[src/rtl/uartwb_pkg.sv]
// Shared definitions for the UART/Wishbone requester arbiter: FSM states and
// default wrapper bus widths.
package uartwb_pkg;

  localparam int unsigned DEF_ADDR_WID = 32;
  localparam int unsigned DEF_DATA_WID = 32;

  typedef enum logic [1:0] {
    S_IDLE  = 2'd0,
    S_ISSUE = 2'd1,
    S_WAIT  = 2'd2,
    S_DONE  = 2'd3
  } state_t;

endpackage

[src/rtl/uartwb_rr_pick.sv]
// Combinational round-robin picker: first pending index at or after i_ptr,
// wrapping explicitly so non-power-of-2 requester counts work.
module uartwb_rr_pick #(
  parameter int unsigned NUM_REQ = 2,
  parameter int unsigned PTR_WID = $clog2(NUM_REQ)
) (
  input  logic [NUM_REQ-1:0] i_pending,
  input  logic [PTR_WID-1:0] i_ptr,
  output logic [PTR_WID-1:0] o_idx,
  output logic               o_any
);

  localparam int unsigned SW = PTR_WID + 1;

  logic [SW-1:0] w_pos;

  always_comb begin
    o_idx = '0;
    o_any = 1'b0;
    w_pos = '0;
    for (int unsigned i = 0; i < NUM_REQ; i++) begin
      w_pos = {1'b0, i_ptr} + SW'(i);
      if (w_pos >= SW'(NUM_REQ)) begin
        w_pos = w_pos - SW'(NUM_REQ);
      end
      if (!o_any && i_pending[w_pos[PTR_WID-1:0]]) begin
        o_any = 1'b1;
        o_idx = w_pos[PTR_WID-1:0];
      end
    end
  end

endmodule

[src/rtl/uartwb_arbiter.sv]
// Shares one Wishbone wrapper transaction port between NUM_REQ requesters:
// latches one request per requester, grants round-robin, returns data/timeout.
module uartwb_arbiter
  import uartwb_pkg::*;
#(
  parameter int unsigned NUM_REQ  = 2,
  parameter int unsigned ADDR_WID = DEF_ADDR_WID,
  parameter int unsigned DATA_WID = DEF_DATA_WID,
  parameter int unsigned TIMEOUT  = 1024
) (
  input  logic                        clk_i,
  input  logic                        nrst_i,
  input  logic [NUM_REQ-1:0]          req_en_i,
  input  logic [NUM_REQ-1:0]          req_wr_i,
  input  logic [NUM_REQ*ADDR_WID-1:0] req_addr_i,
  input  logic [NUM_REQ*DATA_WID-1:0] req_data_i,
  output logic [NUM_REQ-1:0]          req_busy_o,
  output logic [NUM_REQ-1:0]          req_valid_o,
  output logic [NUM_REQ-1:0]          req_err_o,
  output logic [DATA_WID-1:0]         req_data_o,
  output logic                        wrapper_wr_o,
  output logic                        wrapper_en_o,
  input  logic                        wrapper_valid_i,
  output logic [ADDR_WID-1:0]         wrapper_addr_o,
  output logic [DATA_WID-1:0]         wrapper_data_o,
  input  logic [DATA_WID-1:0]         wrapper_data_i
);

  localparam int unsigned   PW       = $clog2(NUM_REQ);
  localparam int unsigned   CW       = (TIMEOUT == 0) ? 1 : $clog2(TIMEOUT + 1);
  localparam logic [CW-1:0] CNT_LAST = CW'(TIMEOUT - 1);
  localparam logic [PW-1:0] LAST_IDX = PW'(NUM_REQ - 1);

  state_t                r_state;
  logic [NUM_REQ-1:0]    r_pending;
  logic                  r_slot_wr   [NUM_REQ];
  logic [ADDR_WID-1:0]   r_slot_addr [NUM_REQ];
  logic [DATA_WID-1:0]   r_slot_data [NUM_REQ];
  logic [PW-1:0]         r_grant;
  logic [PW-1:0]         r_rr;
  logic [CW-1:0]         r_cnt;
  logic [NUM_REQ-1:0]    r_req_valid;
  logic [NUM_REQ-1:0]    r_req_err;
  logic [DATA_WID-1:0]   r_req_data;
  logic                  r_wb_wr;
  logic                  r_wb_en;
  logic [ADDR_WID-1:0]   r_wb_addr;
  logic [DATA_WID-1:0]   r_wb_data;
  logic [PW-1:0]         w_pick_idx;
  logic                  w_pick_any;

  uartwb_rr_pick #(
    .NUM_REQ (NUM_REQ),
    .PTR_WID (PW)
  ) u_pick (
    .i_pending (r_pending),
    .i_ptr     (r_rr),
    .o_idx     (w_pick_idx),
    .o_any     (w_pick_any)
  );

  always_ff @(posedge clk_i or negedge nrst_i) begin
    if (!nrst_i) begin
      r_state     <= S_IDLE;
      r_pending   <= '0;
      r_grant     <= '0;
      r_rr        <= '0;
      r_cnt       <= '0;
      r_req_valid <= '0;
      r_req_err   <= '0;
      r_req_data  <= '0;
      r_wb_wr     <= 1'b0;
      r_wb_en     <= 1'b0;
      r_wb_addr   <= '0;
      r_wb_data   <= '0;
      for (int unsigned k = 0; k < NUM_REQ; k++) begin
        r_slot_wr[k]   <= 1'b0;
        r_slot_addr[k] <= '0;
        r_slot_data[k] <= '0;
      end
    end else begin
      r_wb_en     <= 1'b0;
      r_req_valid <= '0;
      r_req_err   <= '0;
      r_req_data  <= '0;

      // A pulse from a requester that is still pending (incl. its completion cycle) is dropped.
      for (int unsigned k = 0; k < NUM_REQ; k++) begin
        if (req_en_i[k] && !r_pending[k]) begin
          r_pending[k]   <= 1'b1;
          r_slot_wr[k]   <= req_wr_i[k];
          r_slot_addr[k] <= req_addr_i[k*ADDR_WID +: ADDR_WID];
          r_slot_data[k] <= req_data_i[k*DATA_WID +: DATA_WID];
        end
      end

      case (r_state)
        S_IDLE: begin
          if (w_pick_any) begin
            r_grant   <= w_pick_idx;
            r_wb_wr   <= r_slot_wr[w_pick_idx];
            r_wb_addr <= r_slot_addr[w_pick_idx];
            r_wb_data <= r_slot_data[w_pick_idx];
            r_wb_en   <= 1'b1;
            r_state   <= S_ISSUE;
          end
        end
        S_ISSUE: r_state <= S_WAIT;
        S_WAIT: begin
          if (wrapper_valid_i) begin
            r_req_valid[r_grant] <= 1'b1;
            r_req_data           <= wrapper_data_i;
            r_state              <= S_DONE;
          end else if ((TIMEOUT != 0) && (r_cnt == CNT_LAST)) begin
            r_req_valid[r_grant] <= 1'b1;
            r_req_err[r_grant]   <= 1'b1;
            r_state              <= S_DONE;
          end else if (r_cnt != '1) begin
            r_cnt <= r_cnt + 1'b1;
          end
        end
        S_DONE: begin
          r_pending[r_grant] <= 1'b0;
          r_rr               <= (r_grant == LAST_IDX) ? '0 : r_grant + 1'b1;
          r_cnt              <= '0;
          r_state            <= S_IDLE;
        end
        default: r_state <= S_IDLE;
      endcase
    end
  end

  assign req_busy_o     = r_pending;
  assign req_valid_o    = r_req_valid;
  assign req_err_o      = r_req_err;
  assign req_data_o     = r_req_data;
  assign wrapper_wr_o   = r_wb_wr;
  assign wrapper_en_o   = r_wb_en;
  assign wrapper_addr_o = r_wb_addr;
  assign wrapper_data_o = r_wb_data;

endmodule

[config.mk]
export PLATFORM = sky130hd
export DESIGN_NAME = uartwb_arbiter
export DESIGN_NICKNAME = d
export VERILOG_FILES = /design/src/rtl/uartwb_pkg.sv /design/src/rtl/uartwb_rr_pick.sv /design/src/rtl/uartwb_arbiter.sv
export SDC_FILE = /design/constraint.sdc
export NUM_CORES = 1
export LEC_CHECK = 0
export BUFFER_PORTS_ARGS = -buffer_cell sky130_fd_sc_hd__buf_4
export CAP_MARGIN = 20
export CELL_PAD_IN_SITES_DETAIL_PLACEMENT = 0
export CELL_PAD_IN_SITES_GLOBAL_PLACEMENT = 1
export CORE_UTILIZATION = 39
export CTS_BUF_LIST = sky130_fd_sc_hd__clkbuf_8
export DETAILED_ROUTE_END_ITERATION = 6
export GPL_TIMING_DRIVEN = 1
export PLACE_DENSITY_LB_ADDON = 0.12
export SLEW_MARGIN = 10
export SYNTH_ARGS = -nofsm -noshare
export SYNTH_HDL_FRONTEND = slang
export SYNTH_SLANG_ARGS = --single-unit
[constraint.sdc]
create_clock -name clk_i -period 2 [get_ports clk_i]
set_clock_uncertainty 0.2 [all_clocks]
set_input_delay 0.2 -clock clk_i [delete_from_list [all_inputs] [get_ports clk_i]]
set_output_delay 0.2 -clock clk_i [all_outputs]
set_load 0.02 [all_outputs]
# Yosys cells after proc, flatten, opt, wreduce, memory -nomap -nowiden
# Cells that the tools add are included.
# totals
regBits	249
# op_classes
n_bitwise	3
n_lt_le_gt_ge	7
eq_ne	10
muxes	42
reduce_logical	12
add_sub_neg	5
# ops
cell	n
32-bit two-way mux	8
11-bit two-way mux	3
11-bit case mux with 2 select lines	1
1-bit two-way mux	19
2-bit two-way mux	9
11-bit by 1-bit adder with 11-bit output (second input constant)	1
11-bit by 10-bit equality test with 1-bit output (second input constant)	1
11-bit != test (second input constant)	1
2-bit case mux with 4 select lines	1
1-bit by 2-bit < comparator with 1-bit output (second input constant)	3
2-bit != test (second input constant)	3
2-bit equality test (second input constant)	2
2-bit greater-or-equal comparator (second input constant)	2
1-bit logical AND	4
2-bit AND reduction	2
4-bit AND reduction	1
1-bit logical NOT	3
3-bit != test (second input constant)	1
1-bit by 1-bit adder with 2-bit output (second input constant)	1
2-bit bitwise AND	1
2-bit by 1-bit equality test with 1-bit output (second input constant)	1
1-bit by 2-bit greater-or-equal comparator with 1-bit output (second input constant)	1
2-bit logical NOT	1
2-bit by 1-bit != test with 1-bit output (second input constant)	1
other kinds (7)	8

# Logic depth before layout (Yosys ltp)
# Gate-level depths: netlist of the first run.
# depth
word_depth	12
mapped_depth	7
mapped_depth_nobuf	6

# By module
# A second synthesis of the first run with hierarchy kept.
# hier_totals
hier_cells	748
area_unflattened_um2	9928.3
# modules_own_cells
module	area_each_um2	seq_area_each_um2	cells_each	instances
uartwb_arbiter	9910.8	6231.0	745	1
uartwb_rr_pick	17.5	0.0	3	1

# Worst setup path after synthesis of the first run
# OpenSTA, ideal clock, no wires.
# synth_timing
path_kind	register -> register
startpoint	reg r_cnt[0]
endpoint	reg r_cnt[2]
path_stages_with_launch	7
synth_period_minus_slack_ns	1.934
arrival_ns	1.613
t_required_ns	1.678
setup_slack_ns	0.066
cell_sequence	dfrtp_1 ha_1 and3_1 buf_6 a31oi_4 mux2_4 a32o_1
# synth_between
elab_chain_len	5
word_cells_on_any_way	10
# synth_rtl
element	line	text
start: declaration	uartwb_arbiter.sv:41	logic [CW-1:0] r_cnt;
start signal: assignment	uartwb_arbiter.sv:119	r_cnt <= r_cnt + 1'b1;
11-bit by 1-bit adder with 11-bit output	uartwb_arbiter.sv:119	
11-bit two-way mux	uartwb_arbiter.sv:118	end else if (r_cnt != '1) begin
11-bit two-way mux	uartwb_arbiter.sv:114	end else if ((TIMEOUT != 0) && (r_cnt == CNT_LAST)) begin
11-bit two-way mux	uartwb_arbiter.sv:110	if (wrapper_valid_i) begin
11-bit case mux with 2 select lines	uartwb_arbiter.sv:97	case (r_state)
# Parallel ways exist; a longest one is shown, timed or not. The select of a mux whose other input is x is not followed.
# A chain may end at the register's enable or synchronous reset.

# Worst setup path after layout of the first run
# layout_timing
startpoint	reg r_state[0]
endpoint	reg r_req_data[3] (netlist: req_data_o[3])
# layout_between
elab_chain_len	2
# layout_rtl
element	line	text
start: declaration	uartwb_arbiter.sv:34	state_t r_state;
start signal: assignment	uartwb_arbiter.sv:64	r_state <= S_IDLE;
start signal: assignment	uartwb_arbiter.sv:105	r_state <= S_ISSUE;
start signal: assignment	uartwb_arbiter.sv:108	S_ISSUE: r_state <= S_WAIT;
2-bit equality test	uartwb_arbiter.sv:97	
32-bit two-way mux	uartwb_arbiter.sv:97	
end signal: assignment	uartwb_arbiter.sv:112	r_req_data <= wrapper_data_i;
end: declaration	uartwb_arbiter.sv:44	logic [DATA_WID-1:0] r_req_data;
# No other way between the ends.

==> results.py, run 1 <==
metrics = {
    "placed_design": {
        "portBuffers": 270,
        "hpwlAfterDp_um": 16200,
        "place_area_um2": 12600,
        "place.gp.congestion": 0.769,
        "dp_cells": 1334,
    },
    "cts": {
        "root_buffer": "clkbuf_8",
        "clkSinkCount": 249,
        "cts.path.max_buffers": 3,
        "cts_tree": "built",
        "clkTransAtPathRegs_ps": 60,
        "clk_latency_ps": 520,
        "htreeDepth": 2,
        "cts-buffers-inserted": 44,
    },
    "finish": {
        "drive_above_1_share_pct": 40.4,
        "num_antenna_cells": 0,
        "layout.cells.non_filler": 1591,
        "final_cell_mix": "buf_4, dfrtp_1, dlygate4sd3_1",
        "final_core_util_pct": 61.1,
        "final_nets": 1402,
        "final_area_um2": 15400,
        "syn_to_final_growth_pct": 53.2,
        "layout_commonest_cell": "buf_4",
    },
    "die": {
        "fp.dieW_um": 162,
        "fp.coreArea_um2": 25200,
        "start_util_pct": 39.9,
        "die_y_um": 162,
        "dieArea_um2": 26400,
        "io_pins": 271,
        "rows": 58,
    },
    "logic_synthesis": {
        "synthArstFlopShare_pct": 100,
        "synth_fp_nets": 925,
        "synth_seq_cells": 249,
        "synth_area_um2": 10000,
        "synth_top_area_share_pct": 62.1,
        "synth_cells": 753,
        "yosysWarningCount": 0,
        "synth_area_leaders": "dfrtp_1, mux2_2, mux2i_1",
        "avgSynthCellArea_um2": 13.3,
        "synth_top_area_cell": "dfrtp_1",
        "synth_edf_count": 0,
        "seq_area_frac_synth_pct": 62.1,
        "synth-main-ff-cell": "dfrtp_1",
        "ys_types": 47,
    },
    "routing": {
        "vias_per_cell": 4.76,
        "routedWlPerCell_um": 16.2,
        "drt_iter0_markers": 386,
        "detail-route-antenna-nets": 0,
        "drc": 0,
        "vias": 7566,
        "drt_wl_total_um": 25800,
        "firstDrtPassIters": 5,
    },
    "outcome": {
        "status": "complete, no violations",
    },
    "critical_path": {
        "cp.arrival_ps": 2120,
        "crit_start": "r_state[0]",
        "cp.required_ps": 2210,
        "reg2reg_from": "r_state[0]",
        "startpoint_type": "register",
        "worstSetupPathType": "reg -> reg",
        "worstPathMaxFanout": 13,
        "cp-end-kind": "register",
    },
    "sta": {
        "fin_crit_sh_pct": 95.6,
        "tightest_slew_ps": 578,
        "relSlewSlack_pct": 61.3,
        "finalMaxSlewViolations": 0,
        "hold_viol": 0,
        "min_period_ps": 1910,
        "max_freq_mhz": 523,
        "whs_ps": 236,
        "finalSetupViolCount": 0,
        "rsz0062_at_grt": "yes",
    },
    "global_routing": {
        "grt_start_max_net_pins": 47,
        "gr-total-overflow": 0,
        "first_global_vias": 8118,
        "grt_use_total_pct": 19.8,
        "antenna_found_initial": 0,
        "grt_first_pass_wirelength_um": 41500,
    },
    "power": {
        "clockPowerShare_pct": 21.5,
        "p_seq_share_pct": 38.3,
        "p_switching_uw": 7540,
        "netSwitchingFraction_pct": 34.2,
        "internal-power_uw": 14500,
        "power.density_nw_per_um2": 1430,
        "p_leak_uw": 0.00742,
        "power_uw": 22000,
        "vdd_drop_max_v": 0.000747,
        "combPwrFrac_pct": 40.2,
    },
    "worst_hold_path": {
        "hold_start": "req_data_i[14]",
        "hold_path.class": "in -> reg",
    },
    "job": {
        "cap_violations": 0,
    },
}
-- critical path, cell delays in order, from the launching register on --
cell and delay, ps:
dfrtp_1 370, inv_1 80, ha_1 240, buf_4 190
and3_1 150, dlygate4sd3_1 560
-- synth_stat cells (5+ instances only) --
| cell | instances |
|---|---|
| mux2i_1 | 67 |
| o21ai_0 | 27 |
| o21ai_1 | 44 |
| buf_2 | 22 |
| a21oi_1 | 6 |
| nor2_1 | 10 |
| dfrtp_1 | 249 |
| buf_6 | 5 |
| and3_1 | 33 |
| clkbuf_1 | 16 |
| inv_1 | 8 |
| nand2_1 | 74 |
| nor3_1 | 6 |
| ha_1 | 5 |
| mux2_2 | 131 |
-- cell type report --
class,instances,area (um^2)
fillers,2064,9800
well taps,330,413
clock buffers,59,812
multi-input cells,446,3550
repair buffers,480,4250
clock inverters,18,96.3
flip-flops and latches,249,6230
inverters,9,33.8
-- flip-flops by register name, indices dropped and copies added (netlist names) --
name	flops
r_slot_addr	64
r_slot_data	64
req_data_o	32
wrapper_addr_o	32
wrapper_data_o	32
r_cnt	11
r_slot_wr	2
r_state	2
req_busy_o	2
req_err_o	2
req_valid_o	2
r_grant	1
r_rr	1
wrapper_en_o	1
wrapper_wr_o	1
-- metrics by stage --
stage	setup TNS, ps	setup slack (ps)
finish	0	87.5
global route	-110	-57.1
CTS	0	84.7
detailed placement	0	102
global placement	0	163
floorplan	0	65.5
-- routing by layer --
layer  routed length, um  share of wire (%)  track usage (%)
met1               11100                 43             25.1
met2               12800                 50             33.5
met3                1250                4.9             4.33
met5                   0                  0                0
met4                 621                2.4             6.73
-- cells by family (layout without fill, tap and decap cells) --
group | after synthesis | count (layout) | share of synthesized area [%]
buffers and inverters | 58 | 566 | 3.04
AND/OR/NAND/NOR | 146 | 146 | 7.09
adder cells (fa/ha/maj) | 5 | 5 | 0.623
flip-flops | 249 | 249 | 62.1
AO/OA/AOI/OAI | 95 | 95 | 5.52
multiplexers | 200 | 200 | 21.6
-- power by group through the flow --
stage	clock network [uW]	logic (uW)	registers, uW
after floorplan	0	4880	9140
after global placement	0	8490	8480
after detailed placement	0	8640	8550
after CTS	4900	8980	8470
after global routing	5120	9670	8740
final	4730	8860	8450
-- final timing paths --
| check | to | slack, ps | cells past startpoint |
|---|---|---|---|
| setup / recovery | req_data_o[3] | 90 | 5 |
| hold / removal | r_slot_data[46] | 240 | 3 |
| setup reg to reg | req_data_o[3] | 90 | 5 |
| hold reg to reg | wrapper_data_o[12] | 280 | 2 |
| max in group asynchronous | req_err_o[1] | 580 | 4 |
| min in group asynchronous | r_slot_data[27] | 510 | 3 |
-- repair_timing --
item | 4_1_cts | 5_1_grt
hold buffers | 180 | 0
endpoints found under the setup margin | 0 | 3
setup buffers | 0 | 0
endpoints found under the hold margin | 413 | 0
resized for setup | 0 | 2
Power figures use the tool's default switching activity.
==> run 2: changes to the inputs <==
--- a/config.mk
+++ b/config.mk
@@ -17,4 +17,5 @@
 export SLEW_MARGIN = 10
 export SYNTH_ARGS = -nofsm -noshare
 export SYNTH_HDL_FRONTEND = slang
+export SYNTH_HIERARCHICAL = 1
 export SYNTH_SLANG_ARGS = --single-unit
==> run 2 against run 1 <==
  * Worst hold slack got worse by 160 ps
  * Die area fell by 1.1%
  * Sequential share of layout area rose by 0.97 points
  * Global-route usage rose by 0.13 points
  * Critical endpoint is now r_cnt[2]
==> results.py, run 2 <==
metrics = {
    "global_routing": {
        "grt_use_total_pct": 20.0,
        "antenna_found_initial": 1,
        "grt_first_pass_wirelength_um": 41200,
        "first_global_vias": 7879,
        "gr-total-overflow": 0,
        "grt_start_max_net_pins": 67,
    },
    "sta": {
        "finalSetupViolCount": 0,
        "tightest_slew_ps": 357,
        "finalMaxSlewViolations": 0,
        "hold_viol": 0,
        "finalSetupTns_ps": 0,
        "whs_ps": 76.6,
        "relSlewSlack_pct": 76.2,
        "rsz0062_at_grt": "no",
        "max_freq_mhz": 530,
        "fin_crit_sh_pct": 94.4,
        "min_period_ps": 1890,
    },
    "logic_synthesis": {
        "synth_edf_count": 0,
        "synthSimpleGateAreaFrac_pct": 7.52,
        "synth_common_cells": "dfrtp_1, mux2_2, a21oi_1, nor2_1, mux2i_1",
        "synth_compound_area_share_pct": 5.15,
        "seq_area_frac_synth_pct": 62.8,
        "synth_fp_nets": 920,
        "synth_area_leaders": "dfrtp_1, mux2_2, mux2i_1",
        "synth_top_family_by_area": "multiplexers",
        "synth-xor-area-share_pct": 0,
        "muxShareOfSynthArea_pct": 21.6,
        "avgSynthCellArea_um2": 13.3,
        "synth_area_um2": 9930,
        "ys_types": 40,
        "synthAdderAreaFrac_pct": 0.630,
        "synth_cells": 748,
        "synth_top_area_cell": "dfrtp_1",
        "yosysWarningCount": 6,
        "synth-main-ff-cell": "dfrtp_1",
        "synthArstFlopShare_pct": 100,
        "synth_seq_cells": 249,
        "synth_top_area_share_pct": 62.8,
        "yosysMostFrequentCell": "dfrtp_1",
    },
    "routing": {
        "drc": 0,
        "routedWlPerCell_um": 16.5,
        "drt_wl_total_um": 25700,
        "detail-route-antenna-nets": 0,
        "firstDrtPassIters": 4,
        "vias_per_cell": 4.78,
        "drt_iter0_markers": 285,
        "vias": 7460,
    },
    "cts": {
        "clkTransAtPathRegs_ps": 60,
        "postCtsSetupBuffers": 0,
        "cts-buffers-inserted": 44,
        "cts_tree": "built",
        "cts.path.max_buffers": 3,
        "clkSinkCount": 249,
        "htreeDepth": 2,
        "root_buffer": "clkbuf_8",
        "clk_latency_ps": 540,
    },
    "power": {
        "vdd_drop_max_v": 0.000832,
        "p_leak_uw": 0.00715,
        "power.density_nw_per_um2": 1430,
    },
    "placed_design": {
        "portBuffers": 270,
        "place.gp.congestion": 0.794,
        "hpwlAfterDp_um": 15900,
        "dp_cells": 1326,
    },
    "outcome": {
        "status": "complete, no violations",
    },
    "finish": {
        "layout_commonest_cell": "buf_4",
        "final_cell_mix": "buf_4, dfrtp_1, dlygate4sd3_1",
        "layout.cells.non_filler": 1561,
        "final_nets": 1381,
        "top_regs": "r_slot_addr: 64 flops, r_slot_data: 64 flops",
        "fillers": 2117,
        "syn_to_final_growth_pct": 51.3,
        "drive_above_1_share_pct": 39.9,
    },
    "die": {
        "io_pins": 271,
        "die_y_um": 162,
        "fp.coreArea_um2": 25100,
        "rows": 58,
        "start_util_pct": 39.5,
        "dieArea_um2": 26100,
        "fp.dieW_um": 162,
    },
    "worst_hold_path": {
        "hold_path.class": "in -> async",
    },
    "critical_path": {
        "cp-end-kind": "register",
        "cp.required_ps": 2270,
        "startpoint_type": "register",
        "worstPathMaxFanout": 6,
        "worstSetupPathType": "reg -> reg",
        "cp.arrival_ps": 2160,
    },
    "job": {
        "cap_violations": 0,
    },
}
==> run 2: cell types whose count changed in the layout (fill, tap and decap cells not counted), sizes merged, moves of 6 or more <==
cell / before / now
nor2: 10 / 73
o21ai: 72 / 9
a21oi: 6 / 73
nand2: 74 / 8
nand3: 4 / 13
dlygate4sd3: 179 / 166
clkbuf: 59 / 53
==> run 2: area by class of cell <==
type,count,area [um^2],area share (%)
tap,330,413,2.75
antenna,1,2.50,0.0167
multi-input combinational,446,3500,23.3
inverter,6,22.5,0.150
sequential,249,6230,41.5
clock inverter,14,55.1,0.367
clock buffer,53,729,4.86
timing repair buffer,462,4070,27.1
==> run 2: cell families (layout without fill, tap and decap cells) <==
family          after synthesis  in the layout
flops                       249            249
fa+ha+maj                     5              5
simple gates                150            150
compound gates               93             93
other cells                   0              1
buf+inv                      53            535
mux                         198            198
==> run 2: through the flow <==
stage | worst slack (ps) | utilization [%] | instance area (um^2) | power [uW]
after global routing | 0.151 | 59.8 | 15000 | 23000
after global placement | 164 | 50.0 | 12500 | 17000
after floorplan | 95.4 | - | 9930 | 13800
after detailed placement | 136 | 50.0 | 12500 | 17100
final | 112 | 59.8 | 15000 | 21500
after CTS | 122 | 59.8 | 15000 | 21800
==> run 2: path summary, 6_finish.rpt <==
path	depth (start not counted)	from	slack (ps)	to
max	6	r_state[0]	110	r_cnt[2]
min	3	nrst_i	80	r_slot_addr[56]
max reg2reg	6	r_state[0]	110	r_cnt[2]
min reg2reg	1	r_slot_data[62]	300	r_slot_data[62]
max in group asynchronous	3	nrst_i	1170	r_slot_data[16]
min in group clk_i	3	req_data_i[5]	240	r_slot_data[37]
==> run 2: report_power, final <==
group	switching [uW]	leakage, uW	internal, uW
registers	1150	0.00297	7320
logic	4380	0.00373	4400
clock network	1910	0.000453	2350
==> run 2: per-layer routing <==
layer / GRT usage (%) / vias up / wire, um
li1: - / 3548 / -
met1: 25.6 / 3631 / 11100
met2: 32.4 / 207 / 12400
met3: 4.52 / 74 / 1380
met4: 8.58 / 0 / 922
met5: 0 / - / 0
==> run 2: worst max-delay path, stage by stage (launching register included) <==
cell and delay, ps:
dfrtp_1 380, inv_1 80, ha_1 260, and2b_1 210, o31ai_4 80, or4b_1 500
nand3_1 110
==> run 2: timing repair <==
action	CTS	global route
endpoints found under the setup margin	0	1
hold buffers	167	0
endpoints found under the hold margin	414	0
gates resized for setup	0	1
